**src/rtl/linear_layer_i4xi4_q_start_fifo.sv**
```systemverilog
// ---------------------------------------------------------------------------
// linear_layer_i4xi4_q_start_fifo
//
// Start-token FIFO between a producing dataflow process and a consuming
// PE_i4xi4_pack_2x2. Storage is a shift register (SRL) of DEPTH-1 entries
// followed by one registered head-of-queue stage, giving a first-word-fall-
// through read port. Every output comes straight from a flop.
//
// Optional feature (define the macro to enable):
//   LINEAR_LAYER_START_FIFO_NUM_VALID_EN -> adds if_num_data_valid (occupancy)
//
// Parameters:
//   DATA_WIDTH  token width in bits
//   ADDR_WIDTH  SRL index width, 2**ADDR_WIDTH >= DEPTH
//   DEPTH       total capacity in tokens (>= 2)
//
// Ports:
//   clk                 rising-edge clock
//   reset               asynchronous, active-high reset
//   if_full_n      out  1 = space available
//   if_write_ce    in   write clock enable
//   if_write       in   write request
//   if_din         in   write data
//   if_empty_n     out  1 = if_dout holds a valid token
//   if_read_ce     in   read clock enable
//   if_read        in   read request (pop)
//   if_dout        out  head token (registered)
//   if_num_data_valid out  tokens held (macro builds only)
// ---------------------------------------------------------------------------
module linear_layer_i4xi4_q_start_fifo #(
  parameter int DATA_WIDTH = 1,
  parameter int ADDR_WIDTH = 1,
  parameter int DEPTH      = 2
) (
  input  logic                  clk,
  input  logic                  reset,
  output logic                  if_full_n,
  input  logic                  if_write_ce,
  input  logic                  if_write,
  input  logic [DATA_WIDTH-1:0] if_din,
  output logic                  if_empty_n,
  input  logic                  if_read_ce,
  input  logic                  if_read,
  output logic [DATA_WIDTH-1:0] if_dout
`ifdef LINEAR_LAYER_START_FIFO_NUM_VALID_EN
  ,
  output logic [ADDR_WIDTH:0]   if_num_data_valid
`endif
);

  localparam int                SRL_DEPTH  = DEPTH - 1;
  localparam logic [ADDR_WIDTH:0] FULL_COUNT = (ADDR_WIDTH + 1)'(DEPTH);

  logic [DATA_WIDTH-1:0] r_srl [SRL_DEPTH];
  logic [ADDR_WIDTH-1:0] r_srl_cnt;
  logic [ADDR_WIDTH:0]   r_count;
  logic                  r_full_n;
  logic                  r_dout_vld;
  logic [DATA_WIDTH-1:0] r_dout;

  logic                  w_push;
  logic                  w_pop;
  logic                  w_load;
  logic                  w_from_srl;
  logic                  w_bypass;
  logic                  w_srl_wr;
  logic [DATA_WIDTH-1:0] w_srl_head;
  logic [ADDR_WIDTH:0]   w_count_nxt;

  // Handshakes are qualified by the registered flags, so requests made while
  // full or empty simply have no effect.
  assign w_push = if_write_ce & if_write & r_full_n;
  assign w_pop  = if_read_ce  & if_read  & r_dout_vld;

  // The head register refills whenever it is empty or being popped. The SRL
  // always has priority: if it holds tokens they are older than if_din.
  assign w_load     = ~r_dout_vld | w_pop;
  assign w_from_srl = w_load & (r_srl_cnt != '0);
  assign w_bypass   = w_load & (r_srl_cnt == '0) & w_push;
  assign w_srl_wr   = w_push & ~w_bypass;

  assign w_count_nxt = r_count + (ADDR_WIDTH + 1)'(w_push)
                               - (ADDR_WIDTH + 1)'(w_pop);

  // Oldest SRL entry sits at index srl_cnt-1; a compare-per-entry mux keeps
  // the select width independent of the SRL length.
  always_comb begin
    // NOTE: default assignment first so no path through the block leaves
    // w_srl_head unassigned, which would infer a latch.
    w_srl_head = '0;
    for (int i = 0; i < SRL_DEPTH; i++) begin
      if (r_srl_cnt == ADDR_WIDTH'(i + 1)) w_srl_head = r_srl[i];
    end
  end

  // NOTE: the shift-register storage has no reset; its contents are
  // meaningless until srl_cnt says otherwise, and leaving the reset off lets
  // it map onto SRL/LUT-RAM primitives.
  always_ff @(posedge clk) begin
    if (w_srl_wr) begin
      r_srl[0] <= if_din;
      for (int i = 1; i < SRL_DEPTH; i++) begin
        r_srl[i] <= r_srl[i-1];
      end
    end
  end

  // NOTE: all state below uses non-blocking assignments so every register
  // samples the pre-edge values, independent of statement order.
  always_ff @(posedge clk or posedge reset) begin
    if (reset) begin
      r_count    <= '0;
      r_srl_cnt  <= '0;
      r_full_n   <= 1'b1;
      r_dout_vld <= 1'b0;
      r_dout     <= '0;
    end else begin
      r_count   <= w_count_nxt;
      r_full_n  <= (w_count_nxt != FULL_COUNT);
      r_srl_cnt <= r_srl_cnt + ADDR_WIDTH'(w_srl_wr) - ADDR_WIDTH'(w_from_srl);
      if (w_load) begin
        r_dout_vld <= w_from_srl | w_bypass;
        // With nothing to load the last token stays on if_dout.
        if (w_from_srl)    r_dout <= w_srl_head;
        else if (w_bypass) r_dout <= if_din;
      end
    end
  end

  assign if_full_n  = r_full_n;
  assign if_empty_n = r_dout_vld;
  assign if_dout    = r_dout;

`ifdef LINEAR_LAYER_START_FIFO_NUM_VALID_EN
  assign if_num_data_valid = r_count;
`endif

endmodule

```
**config.mk**
```make
export PLATFORM = sky130hd
export DESIGN_NAME = linear_layer_i4xi4_q_start_fifo
export DESIGN_NICKNAME = d
export VERILOG_FILES = /design/src/rtl/linear_layer_i4xi4_q_start_fifo.sv
export SDC_FILE = /design/constraint.sdc
export NUM_CORES = 1
export LEC_CHECK = 0
export CORE_AREA = 2 2 39 41
export DETAILED_ROUTE_END_ITERATION = 8
export DIE_AREA = 0 0 41 43
export MAX_ROUTING_LAYER = met4
export PLACE_DENSITY = 0.61
export SYNTH_ARGS = -nofsm -noshare
export SYNTH_HDL_FRONTEND = slang
export SYNTH_SLANG_ARGS = --single-unit
export TNS_END_PERCENT = 30
```
**constraint.sdc**
```tcl
create_clock -name clk -period 1.6 [get_ports clk]
set_input_delay 0.16 -clock clk [delete_from_list [all_inputs] [get_ports clk]]
set_output_delay 0.16 -clock clk [all_outputs]
set_load 0.1 [all_outputs]
```
==> results of run 1 <==
==> path summary, 6_finish.rpt <==
path	end	from	depth (start not counted)
max reg2reg	if_full_n	if_full_n	7
min in group clk	r_srl[0]	if_din	1
min reg2reg	r_count[0]	r_count[0]	1
min	if_dout	reset	2
max	if_full_n	if_full_n	7
max in group asynchronous	if_full_n	reset	2
==> worst max-delay path: stages, from the launching register on <==
cell and delay (ns):
dfstp_4 0.62, nand3_4 0.07, ha_4 0.27, inv_2 0.03, ha_4 0.16, xnor2_4 0.12
xnor2_2 0.16, nand2b_1 0.07
==> placed cells by master (no fill, tap or decap) <==
cell             Yosys  final
a21bo_2              1      1
a21boi_4             1      1
a21o_1               1      1
a21oi_1              2      2
a31o_2               1      1
and3_2               1      1
buf_12               0      3
buf_4                0      4
clkbuf_1             0      1
clkbuf_4             0      3
clkdlybuf4s50_1      0      6
dfrtp_1              5      4
dfrtp_2              0      1
dfstp_4              0      1
edfxtp_1             1      1
ha_4                 0      2
inv_1                2      1
inv_2                0      1
nand2_1              1      1
nand2b_1             2      2
nand3_4              1      1
nor2_1               2      2
nor3_2               1      1
o31ai_1              1      1
xnor2_1              3      1
xnor2_2              0      1
xnor2_4              0      1
==> logic make-up after synthesis <==
kind of cell	Yosys count	synth area share, %
simple gates	8	16.26
compound gates	7	17.30
flops	7	50.17
xor+xnor	3	7.268
buf+inv	2	2.077
fa+ha+maj	2	6.919
==> metal layers <==
layer,up-vias,GRT usage (%),routed length (um)
li1,134,-,-
met1,127,11.63,289
met2,5,18.44,391
met3,0,3.141,24
met4,0,6.000,0
met5,-,-,0
==> metrics by stage <==
step           instances  cell area (um2)  setup TNS [ns]
2_1_floorplan         29            399.1         -0.4543
3_3_place_gp          58            569.3         -0.3112
3_5_place_dp          58            569.3         -0.4711
4_1_cts               62            603.1               0
5_1_grt               62            614.3        -0.05374
6_report              62            614.3               0
==> what timing repair did <==
| item | CTS | global route |
|---|---|---|
| pin swaps | 2 | 0 |
| endpoints found under the setup margin | 2 | 1 |
| resized for setup | 1 | 1 |
==> flip-flops by register name, indices dropped and copies added, names as in the netlist <==
name,cells
if_full_n,1
r_srl_cnt,1
r_count,2
if_dout,1
r_srl,1
if_empty_n,1
==> area by class of cell <==
class | instances | area [um2]
Clock buffer | 4 | 26.28
Fill cell | 127 | 769.5
Inverter | 2 | 7.507
Multi-Input combinational cell | 20 | 224.0
Sequential cell | 7 | 186.4
Tap cell | 16 | 20.02
Timing Repair Buffer | 13 | 150.1
==> power groups by stage <==
stage | clock network, W | registers (W) | logic, W
4_1_cts | 0.000165 | 0.000346 | 0.000793
6_report | 0.000159 | 0.000353 | 0.000811
5_1_grt | 0.000171 | 0.000362 | 0.000864
3_3_place_gp | 0 | 0.000341 | 0.000746
3_5_place_dp | 0 | 0.000348 | 0.000768
2_1_floorplan | 0 | 0.000592 | 0.000245
==> results.py, run 1 <==
metrics = {
    "outcome": {
        "status": "complete, no violations",
    },
    "grt": {
        "first_global_vias": 306,
        "grt_usage_pct": 11.33,
        "grt_max_degree": 7,
        "antenna_found_initial": 0,
        "grt_pass1_wl_um": 1255,
        "grt_overflow": 0,
    },
    "timing": {
        "setup_violations": 0,
        "period_share_pct": 98.70,
        "hold_violations": 0,
        "postLayoutSetupSlackWorst_ns": 0.02080,
        "worstMarginPinSlew_ns": 0.2330,
        "clock.fmax_ghz": 0.6332,
        "rsz0062_at_grt": "yes",
        "relSlewSlack_pct": 84.45,
        "holdWs_ns": 0.1271,
        "maxSlewViolCount": 0,
        "fin_crit_ns": 1.579,
        "fin_worst_skew_ns": 0.005888,
    },
    "power": {
        "power.share.sequential_pct": 26.7,
        "finalPower_w": 0.001322,
        "irDropWorstVdd_mv": 0.8004,
        "leakagePower_nw": 0.2636,
        "p_sw_share_pct": 43.20,
        "p_switching_w": 0.0005710,
        "powerDensity_mw_per_mm2": 2151,
        "pwr-share-clk_pct": 12.0,
        "internal-power_w": 0.0007507,
        "comb_power_share_pct": 61.3,
    },
    "routing": {
        "ant_nets": 0,
        "drc": 0,
        "drt_iter0_drc": 0,
        "via_per_inst": 4.290,
        "via_count": 266,
        "routedWlPerCell_um": 11.37,
        "detail_route.first_pass.iterations": 1,
        "drt-total-wl_um": 705,
    },
    "final_layout": {
        "final_util_pct": 44.39,
        "num_antenna_cells": 0,
        "drive_gt1_share_pct": 50.00,
        "nets": 56,
        "synthToLayoutAreaGrowth_pct": 69.90,
    },
    "run": {
        "maxCapViolations": 0,
    },
    "synthesis": {
        "synth_top_cell_by_area": "dfrtp_1",
        "synth_seq_cells": 7,
        "synth_flop_cell": "dfrtp_1",
        "synth-seq-area-share_pct": 50.17,
        "synth.most_common_cell": "dfrtp_1",
        "async_flop_share_pct": 85.71,
        "synth-edff-count": 1,
        "ys.warnings.count": 0,
        "synthesis.area_per_instance_um2": 12.47,
        "netlist_instances": 29,
        "synthesis.nets": 38,
        "synth_area_um2": 361.6,
        "synth_top_area_share_pct": 34.60,
        "synthTopCellsByCount": "dfrtp_1, xnor2_1",
        "netlist-cell-type-count": 18,
        "yosys-top-cells-area": "dfrtp_1, edfxtp_1, dfstp_2",
    },
    "die": {
        "die_area_mm2": 0.001763,
        "dieWidth_um": 41,
        "fp.dieH_um": 43,
        "io_pins": 10,
        "core_region_area_mm2": 0.001384,
        "start_util_pct": 26.13,
        "rows": 14,
    },
    "clocking": {
        "clockRootBuffer": "clkbuf_4",
        "tritoncts": "yes",
        "cts_max_level": 1,
        "post_cts_buffers": 0,
        "cts_buffer_depth": 2,
        "cts_buffers": 3,
        "clk_pin_slew_ns": 0.06,
        "clk_latency_ns": 0.25,
        "ctsHoldBuffers": 0,
        "cts_sinks": 7,
    },
    "place": {
        "place_congestion": 0.7193,
        "place_hpwl_um": 616.7,
        "io_buffers": 9,
        "place_ws_ns": -0.2634,
    },
    "setup_path": {
        "criticalPathCategory": "flop to flop",
        "critPathArrivalTime_ns": 1.76,
        "crit_required_ns": 1.78,
        "r2r_slack_ns": 0.02,
        "cp-end-kind": "flop",
        "cp_max_fo": 2,
        "critPathLaunchType": "flop",
    },
    "worst_hold_path": {
        "hold_class": "input pin to asynchronous set/reset pin",
    },
}
No activity file was read; power rests on OpenSTA's default activity.
==> run 2, diff against run 1 <==
--- a/config.mk
+++ b/config.mk
@@ -6,10 +6,11 @@
 export NUM_CORES = 1
 export LEC_CHECK = 0
 export CORE_AREA = 2 2 39 41
+export CTS_CLUSTER_SIZE = 8
 export DETAILED_ROUTE_END_ITERATION = 8
 export DIE_AREA = 0 0 41 43
 export MAX_ROUTING_LAYER = met4
-export PLACE_DENSITY = 0.61
+export PLACE_DENSITY = 0.52
 export SYNTH_ARGS = -nofsm -noshare
 export SYNTH_HDL_FRONTEND = slang
 export SYNTH_SLANG_ARGS = --single-unit
==> run 2 against run 1 <==
  * Cell area is 1.8% lower
  * Critical path type unchanged
  * Non-clock buffer count did not move
  * Wire length decreased by 3.7%
  * Clock power shrank 3%
==> results.py, run 2 (synthesized netlist as in run 1, its figures left out) <==
metrics = {
    "outcome": {
        "status": "complete, no violations",
    },
    "routing": {
        "drt-total-wl_um": 679,
        "ant_nets": 0,
        "detail_route.first_pass.iterations": 2,
        "drc": 0,
        "routedWlPerCell_um": 10.95,
        "drt_iter0_drc": 2,
        "via_per_inst": 4.435,
        "via_count": 275,
    },
    "timing": {
        "period_share_pct": 99.79,
        "hold_violations": 0,
        "fin_worst_skew_ns": 0.0002658,
        "postLayoutSetupSlackWorst_ns": 0.003404,
        "worstMarginPinSlew_ns": 0.2349,
        "fin_crit_ns": 1.597,
        "clock.fmax_ghz": 0.6263,
        "setup_violations": 0,
        "maxSlewViolCount": 0,
        "relSlewSlack_pct": 84.33,
        "rsz0062_at_grt": "yes",
    },
    "final_layout": {
        "top_register": "r_count",
        "drive_gt1_share_pct": 50.00,
        "final_common_cell": "clkdlybuf4s50_1",
        "nets": 56,
        "synthToLayoutAreaGrowth_pct": 66.78,
        "final_cell_count_no_fill": 62,
        "final_util_pct": 43.58,
        "num_antenna_cells": 0,
        "largest_reg_flops": 2,
        "final_cell_mix": "clkdlybuf4s50_1, dfrtp_1, buf_4, clkbuf_4, buf_12",
        "design_area_um2": 603.1,
        "fillers": 136,
    },
    "die": {
        "rows": 14,
        "dieWidth_um": 41,
        "fp.dieH_um": 43,
        "core_region_area_mm2": 0.001384,
        "start_util_pct": 26.13,
        "die_area_mm2": 0.001763,
        "io_pins": 10,
    },
    "place": {
        "place_ws_ns": -0.3016,
        "place_inst": 57,
        "placed_area_um2": 561.8,
        "place_hpwl_um": 599.5,
        "place_congestion": 0.6395,
        "io_buffers": 9,
    },
    "worst_hold_path": {
        "hold_class": "input pin to asynchronous set/reset pin",
    },
    "clocking": {
        "cts_buffer_depth": 2,
        "tritoncts": "yes",
        "cts_buffers": 3,
        "cts_max_level": 1,
        "cts_sinks": 7,
        "clk_pin_slew_ns": 0.05,
        "clk_latency_ns": 0.24,
        "clockRootBuffer": "clkbuf_4",
        "ctsHoldBuffers": 0,
    },
    "grt": {
        "antenna_found_initial": 0,
        "grt_overflow": 0,
        "grt_pass1_wl_um": 1124,
        "first_global_vias": 283,
        "grt_max_degree": 7,
        "grt_usage_pct": 10.09,
    },
    "run": {
        "maxCapViolations": 0,
    },
    "power": {
        "leakagePower_nw": 0.2618,
        "irDropWorstVdd_mv": 0.9575,
        "internal-power_w": 0.0007271,
        "p_sw_share_pct": 43.28,
        "p_switching_w": 0.0005548,
        "power.share.sequential_pct": 26.7,
        "powerDensity_mw_per_mm2": 2126,
        "finalPower_w": 0.001282,
        "pwr-share-clk_pct": 12.0,
        "comb_power_share_pct": 61.3,
    },
    "setup_path": {
        "crit_required_ns": 1.77,
        "cp-end-kind": "flop",
        "criticalPathCategory": "flop to flop",
        "critPathLaunchType": "flop",
        "critPathArrivalTime_ns": 1.77,
        "cp_max_fo": 2,
    },
}
-- run 2: final cells by class --
type,instances,area [um2],share of cell area (%)
clock buffer,4,26.28,4.357
timing repair buffer,13,150.1,24.90
inverter,2,7.507,1.245
tap,16,20.02,3.320
multi-input combinational,20,212.7,35.27
sequential,7,186.4,30.91
-- run 2: per-stage QoR --
| step | setup TNS, ns | hold WS (ns) |
|---|---|---|
| after floorplan | -0.4543 | -0.04984 |
| after global placement | -0.3914 | 0.3855 |
| after detailed placement | -0.5364 | 0.3962 |
| final | 0 | 0.1302 |
| after CTS | -0.01203 | 0.1349 |
| after global routing | -0.06095 | 0.1605 |
-- run 2: critical path, stage by stage (launching register included) --
cell,delay (ns)
dfstp_4,0.63
nand3_4,0.07
ha_4,0.27
inv_2,0.03
ha_4,0.15
xnor2_2,0.16
xnor2_2,0.14
nand2b_1,0.08
-- run 2: worst paths after layout --
kind | cells past startpoint | slack, ns | endpoint | startpoint
setup / recovery | 7 | 0.003 | if_full_n | if_full_n
hold / removal | 2 | 0.13 | r_count[0] | reset
setup reg to reg | 7 | 0.003 | if_full_n | if_full_n
hold reg to reg | 1 | 0.53 | r_count[0] | r_count[0]
max in group asynchronous | 2 | 1.22 | if_full_n | reset
min in group clk | 1 | 0.51 | r_srl[0] | if_din
-- run 2: layer usage --
layer,wire (um),GRT usage (%),part of all wire (%)
met3,33,6.283,4.9
met5,0,-,0
met2,354,14.69,52
met4,0,2.000,0
met1,291,11.67,43
-- run 2: repair_timing --
action / in CTS / in global routing
endpoints found under the setup margin: 2 / 1
cloned: 0 / 0
resized for setup: 1 / 0
buffers inserted: 1 / 0
pin swaps: 3 / 0
-- run 2: power groups by stage --
stage	Clock [W]	Sequential (W)	Combinational, W
finish	0.000154	0.000342	0.000786
global route	0.000173	0.000349	0.000827
CTS	0.000161	0.000343	0.000793
detailed placement	0	0.000346	0.000764
global placement	0	0.000340	0.000748
floorplan	0	0.000592	0.000245
